==> src/rtl/lsu_ctrl.sv <==
// lsu_ctrl: load/store controller between the execute/memory stage and a
// word-addressed memory without byte enables. Sub-word stores run as
// read-modify-write; load results are lane-aligned and sign/zero-extended.
// Optional feature macro: LSU_MISALIGN_TRAP_EN (trap misaligned/illegal
// requests with an err pulse instead of force-aligning them).
module lsu_ctrl #(
  parameter int unsigned ADDR_WIDTH = 12
) (
  input  logic        clk,
  input  logic        rst,
  input  logic        req_valid,
  input  logic        req_we,
  input  logic [2:0]  req_funct3,
  input  logic [31:0] req_addr,
  input  logic [31:0] req_wdata,
  output logic        busy,
  output logic        rsp_valid,
  output logic [31:0] rsp_rdata,
  output logic        err,
  output logic        mem_is_load,
  output logic        mem_is_store,
  output logic [31:0] mem_addr,
  output logic [31:0] mem_store_data,
  input  logic [31:0] mem_load_data
);

  localparam logic [2:0] F3_W = 3'b010;

  typedef enum logic [1:0] {
    S_IDLE,
    S_RD,
    S_RD_WAIT,
    S_WR
  } state_e;

  state_e      state_q;
  logic        we_q;
  logic [2:0]  f3_q;
  logic [1:0]  lane_q;
  logic [15:0] wdata_q;
  logic        rsp_valid_q;
  logic [31:0] rsp_rdata_q;
  logic        err_q;
  logic        mem_is_load_q;
  logic        mem_is_store_q;
  logic [31:0] mem_addr_q;
  logic [31:0] mem_store_data_q;

  logic        req_illegal;
  logic        req_trap;
  logic [2:0]  req_f3;
  logic [1:0]  req_lane;
  logic [7:0]  ld_byte;
  logic [15:0] ld_half;
  logic [31:0] ld_fmt;
  logic [31:0] st_merged;

  // Byte-address bits above the memory range are deliberately ignored.
  logic unused_addr_bits;
  assign unused_addr_bits = ^req_addr[31:ADDR_WIDTH+2];

  // Request decode: illegal codes run as W, sub-word lanes are force-aligned.
  always_comb begin
    req_illegal = (req_funct3 == 3'b011) || (req_funct3[2:1] == 2'b11) ||
                  (req_we && req_funct3[2]);
    req_f3      = req_illegal ? F3_W : req_funct3;
    case (req_f3[1:0])
      2'b00:   req_lane = req_addr[1:0];
      2'b01:   req_lane = {req_addr[1], 1'b0};
      default: req_lane = 2'b00;
    endcase
  end

`ifdef LSU_MISALIGN_TRAP_EN
  // Misaligned or illegal requests are trapped and never reach memory.
  assign req_trap = req_illegal ||
                    ((req_funct3[1:0] == 2'b01) && req_addr[0]) ||
                    ((req_funct3[1:0] == 2'b10) && (req_addr[1:0] != 2'b00));
`else
  assign req_trap = 1'b0;
`endif

  // Load-result formatting and sub-word store merge on the returned word.
  always_comb begin
    case (lane_q)
      2'd0:    ld_byte = mem_load_data[7:0];
      2'd1:    ld_byte = mem_load_data[15:8];
      2'd2:    ld_byte = mem_load_data[23:16];
      default: ld_byte = mem_load_data[31:24];
    endcase
    ld_half = lane_q[1] ? mem_load_data[31:16] : mem_load_data[15:0];
    case (f3_q[1:0])
      2'b00:   ld_fmt = f3_q[2] ? {24'b0, ld_byte} : {{24{ld_byte[7]}}, ld_byte};
      2'b01:   ld_fmt = f3_q[2] ? {16'b0, ld_half} : {{16{ld_half[15]}}, ld_half};
      default: ld_fmt = mem_load_data;
    endcase
    st_merged = mem_load_data;
    if (f3_q[1:0] == 2'b00) begin
      case (lane_q)
        2'd0:    st_merged[7:0]   = wdata_q[7:0];
        2'd1:    st_merged[15:8]  = wdata_q[7:0];
        2'd2:    st_merged[23:16] = wdata_q[7:0];
        default: st_merged[31:24] = wdata_q[7:0];
      endcase
    end else if (lane_q[1]) begin
      st_merged[31:16] = wdata_q;
    end else begin
      st_merged[15:0] = wdata_q;
    end
  end

  // Access FSM with registered strobes, response and error pulse.
  always_ff @(posedge clk) begin
    if (rst) begin
      state_q          <= S_IDLE;
      we_q             <= 1'b0;
      f3_q             <= 3'b000;
      lane_q           <= 2'b00;
      wdata_q          <= 16'h0;
      rsp_valid_q      <= 1'b0;
      rsp_rdata_q      <= 32'h0;
      err_q            <= 1'b0;
      mem_is_load_q    <= 1'b0;
      mem_is_store_q   <= 1'b0;
      mem_addr_q       <= 32'h0;
      mem_store_data_q <= 32'h0;
    end else begin
      rsp_valid_q    <= 1'b0;
      err_q          <= 1'b0;
      mem_is_load_q  <= 1'b0;
      mem_is_store_q <= 1'b0;
      case (state_q)
        S_IDLE: begin
          if (req_valid) begin
            if (req_trap) begin
              err_q <= 1'b1;
            end else begin
              we_q       <= req_we;
              f3_q       <= req_f3;
              lane_q     <= req_lane;
              wdata_q    <= req_wdata[15:0];
              mem_addr_q <= 32'(req_addr[ADDR_WIDTH+1:2]);
              if (req_we && (req_f3[1:0] == 2'b10)) begin
                state_q          <= S_WR;
                mem_is_store_q   <= 1'b1;
                mem_store_data_q <= req_wdata;
              end else begin
                state_q       <= S_RD;
                mem_is_load_q <= 1'b1;
              end
            end
          end
        end
        S_RD: state_q <= S_RD_WAIT;
        S_RD_WAIT: begin
          if (we_q) begin
            state_q          <= S_WR;
            mem_is_store_q   <= 1'b1;
            mem_store_data_q <= st_merged;
          end else begin
            state_q     <= S_IDLE;
            rsp_valid_q <= 1'b1;
            rsp_rdata_q <= ld_fmt;
          end
        end
        S_WR:    state_q <= S_IDLE;
        default: state_q <= S_IDLE;
      endcase
    end
  end

  assign busy           = (state_q != S_IDLE);
  assign rsp_valid      = rsp_valid_q;
  assign rsp_rdata      = rsp_rdata_q;
  assign err            = err_q;
  assign mem_is_load    = mem_is_load_q;
  assign mem_is_store   = mem_is_store_q;
  assign mem_addr       = mem_addr_q;
  assign mem_store_data = mem_store_data_q;

endmodule

==> config.mk <==
export PLATFORM = sky130hd
export DESIGN_NAME = lsu_ctrl
export DESIGN_NICKNAME = d
export VERILOG_FILES = /design/src/rtl/lsu_ctrl.sv
export SDC_FILE = /design/constraint.sdc
export NUM_CORES = 1
export LEC_CHECK = 0
export CAP_MARGIN = 20
export CORE_MARGIN = 2
export CORE_UTILIZATION = 40
export CTS_CLUSTER_SIZE = 12
export DETAILED_ROUTE_END_ITERATION = 8
export GPL_ROUTABILITY_DRIVEN = 0
export GPL_TIMING_DRIVEN = 0
export PLACE_DENSITY_LB_ADDON = 0.05
export SLEW_MARGIN = 0
export SYNTH_ARGS = -nofsm -noshare
export SYNTH_HDL_FRONTEND = slang
export SYNTH_SLANG_ARGS = --single-unit
==> constraint.sdc <==
create_clock -name clk -period 1.5 [get_ports clk]
set_input_delay 0.3 -clock clk [delete_from_list [all_inputs] [get_ports clk]]
set_output_delay 0.3 -clock clk [all_outputs]
set_load 0.01 [all_outputs]
==> metrics.md <==
| Metric | Value |
|---|---|
| Die width | `119 um` |
| Root buffer cell | `clkbuf_16` |
| Worst Hold Class | `input port to register` |
| Post-synth top area share | `0.391` |
| Post-Synthesis Cells | `648` |
| Post-synth top flop | `dfxtp_1` |
| Leakage | `0.00354 uW` |
| Diodes inserted | `0` |
| CTS tree | `built` |
| DRT iter0 DRCs | `484` |
| Global route overflow | `0` |
| Final HPWL DP | `14.8 mm` |
| Reg2reg start | `lane_q[0]` |
| Worst hold start | `req_we` |
| First-pass GRT wire length | `30.2 mm` |
| Startpoint Class | `register` |
| Crit. Startpoint | `lane_q[0]` |
| Dpl ws | `-0.722 ns` |
| Core area | `0.0127 sq mm` |
| Final wirelength | `21.3 mm` |
| Count leader, synth | `dfxtp_1` |
| Initial antenna violation count | `0` |
| # H-tree levels | `3` |
| Ranking of synthesized cells by area | `dfxtp_1 (39%), a21oi_1 (7.7%), a211oi_1 (6.7%)` |
| Final core occ | `0.693` |
| Final worst setup slack | `-0.152 ns` |
| Fin crit share | `1.10` |
| WHS | `0.393 ns` |
| Worst slew pin tran | `0.821 ns` |
| Worst hold path cell count | `3` |
| Reg2reg setup slack | `-0.15 ns` |
| MaxCap Viol Count | `0` |
| Dpl cells | `1,003` |
| Reg2Reg Depth | `6` |
| # setup viols final | `54` |
| Total clock sinks | `103` |
| Vias per cell | `5.78` |
| Maximum VDD drop | `541 uV` |
| Register area share after synthesis | `0.391` |
| Crit Path Class | `register to register` |
| Synthesis-to-layout area growth | `67.3%` |
| Initial Util | `0.414` |
| # IOs | `204` |
| Die area | `0.0141 sq mm` |
| Finished Layout Cells | `1,061` |
| Drt pass-1 iters | `5` |
| Buffers on Ports | `163` |
| Crit-path cells | `buf_6 -> mux4_2 -> buf_6 -> a21oi_4 -> buf_12 -> a211oi_1` |
| Cell row count | `41` |
| CP most frequent cell | `buf_6` |
| Via count | `6,137` |
| Hold buffers post-CTS | `0` |
| Final hold violation count | `0` |
| Fin crit period | `1.65 ns` |
| Synth async-reset ratio | `0` |
| Post-route ant nets | `0` |
| Largest net degree at the start of global routing | `18` |
| Crit path largest cell delay | `0.52 ns` |
| Nets@finish | `987` |
| Top cells by count, synth | `dfxtp_1 (103), nand2_1 (84), a21oi_1 (81)` |
| Yosys cell types | `52` |
| Flop and latch count out of synthesis | `103` |
| Crit end category | `register` |
| Slowest CP cell | `mux4_2` |
| GRT Resource Usage Total | `0.275` |
| Status | `complete, but fails checks` |
| Slew margin rel. | `0.452` |
| Vias in the first global route | `5,687` |
| Pwr dens | `857 mW/mm^2` |
| Average wire per standard cell | `20.0 um` |
| RSZ-0062 raised after global routing | `yes` |
| Max Slew Vio Count | `0` |
| YS warnings | `0` |
| Synth area leader | `dfxtp_1` |
| Skew final | `0.0127 ns` |
| WP data arrival | `1.86 ns` |
| Clk pin slew, worst setup/hold paths | `0.07 ns` |
| Syn Std Cell Area | `0.00527 sq mm` |
| CP max FO | `8` |
| DIE HEIGHT | `119 um` |
| Skew-Pair Late Insertion Delay | `0.37 ns` |
| CTS Buffer Depth | `2` |
| Share of cells above drive strength 1 | `0.325` |
| Failing checks | `negative setup slack` |
| Remaining DRCs | `0` |
| Fmax | `0.605 GHz` |
| Mean Syn Cell Area | `8.14 sq um` |
| Total CTS buffers | `9` |
| EDFF count, synth | `0` |
| WP data required | `1.71 ns` |
| Post-Route Setup TNS | `-3.76 ns` |
cell type report:
class	count	area [sq um]
buffer	78	679
timing repair buffer	208	2000
clock inverter	6	43.8
fill	1008	3900
tap	172	215
inverter	3	16.3
sequential	103	2080
multi-input combinational	481	3550
clock buffer	10	229
cell families after synthesis:
family | Yosys count | synth area share
buffers and inverters | 84 | 0.0828
and+or+nand+nor | 215 | 0.186
muxes | 9 | 0.0214
other | 1 | 0.000711
AOI/OAI and AO/OA | 236 | 0.318
DFF | 103 | 0.391
registers in the layout, indices dropped and copies added (netlist names):
register / flops
mem_addr: 12
f3_q: 3
rsp_rdata: 32
mem_is_load: 1
mem_is_store: 1
mem_store_data: 32
lane_q: 2
we_q: 1
state_q: 2
rsp_valid: 1
wdata_q: 16
cells in the final DEF, fill, tap and decap left out, types with 5 or more instances in the layout:
cell type        instances
buf_8                    6
nor2_1                  58
nand2b_1                11
o21ai_0                  7
nand3_1                 13
a21oi_1                 57
nand2_1                 79
dfxtp_1                 96
a211oi_2                40
o41ai_2                  8
a31o_2                   6
o211ai_1                 7
clkdlybuf4s50_1         76
a21oi_2                 22
clkbuf_16               14
o221ai_1                 7
buf_6                   27
nor2b_1                  9
nand3b_1                 8
dfxtp_4                  5
a21boi_2                12
a22oi_1                  9
o221ai_2                 9
dlygate4sd2_1           85
a31oi_1                  5
buf_4                   53
nor2_2                   5
clkbuf_4                 6
a211oi_1                 8
a21o_1                   7
buf_12                   5
clkbuf_1                14
conb_1                  21
o32a_1                   7
nor3_1                   5
power by group:
group	internal, uW	switching, uW
sequential	2930	147
clock	1140	1100
combinational	1090	1160
metal layers:
metal  up-vias  share of wire  global-route usage
li1       2790              -                   -
met1      2922           0.38               0.334
met2       343           0.48               0.462
met3        82          0.096              0.0714
met4         0          0.039               0.113
met5         -              0                   0
worst max-delay path: cells and delay by family, from the launching register on:
kind | cells | cell delay [ns]
AOI/OAI and AO/OA | 2 | 0.22
buffers and inverters | 3 | 0.41
DFF | 1 | 0.35
muxes | 1 | 0.52
path summary, 6_finish.rpt:
check                                      to
worst min register to register    mem_addr[7]
worst max-delay path            rsp_rdata[12]
worst max register to register  rsp_rdata[12]
worst min-delay path                     we_q
through the flow:
step | power [uW] | area (sq um)
after floorplan | 4000 | 5370
after global placement | 4830 | 7210
after detailed placement | 4860 | 7210
after CTS | 7210 | 8120
after global routing | 7820 | 8820
final | 7560 | 8820
what timing repair did:
item / in CTS / in global routing
buffers inserted: 23 / 16
pin swaps: 33 / 28
endpoints found under the setup margin: 181 / 69
endpoints found under the hold margin: 0 / 0
cloned: 4 / 4
gates resized for setup: 239 / 127
Note: power is estimated with default switching activity, not from simulation.
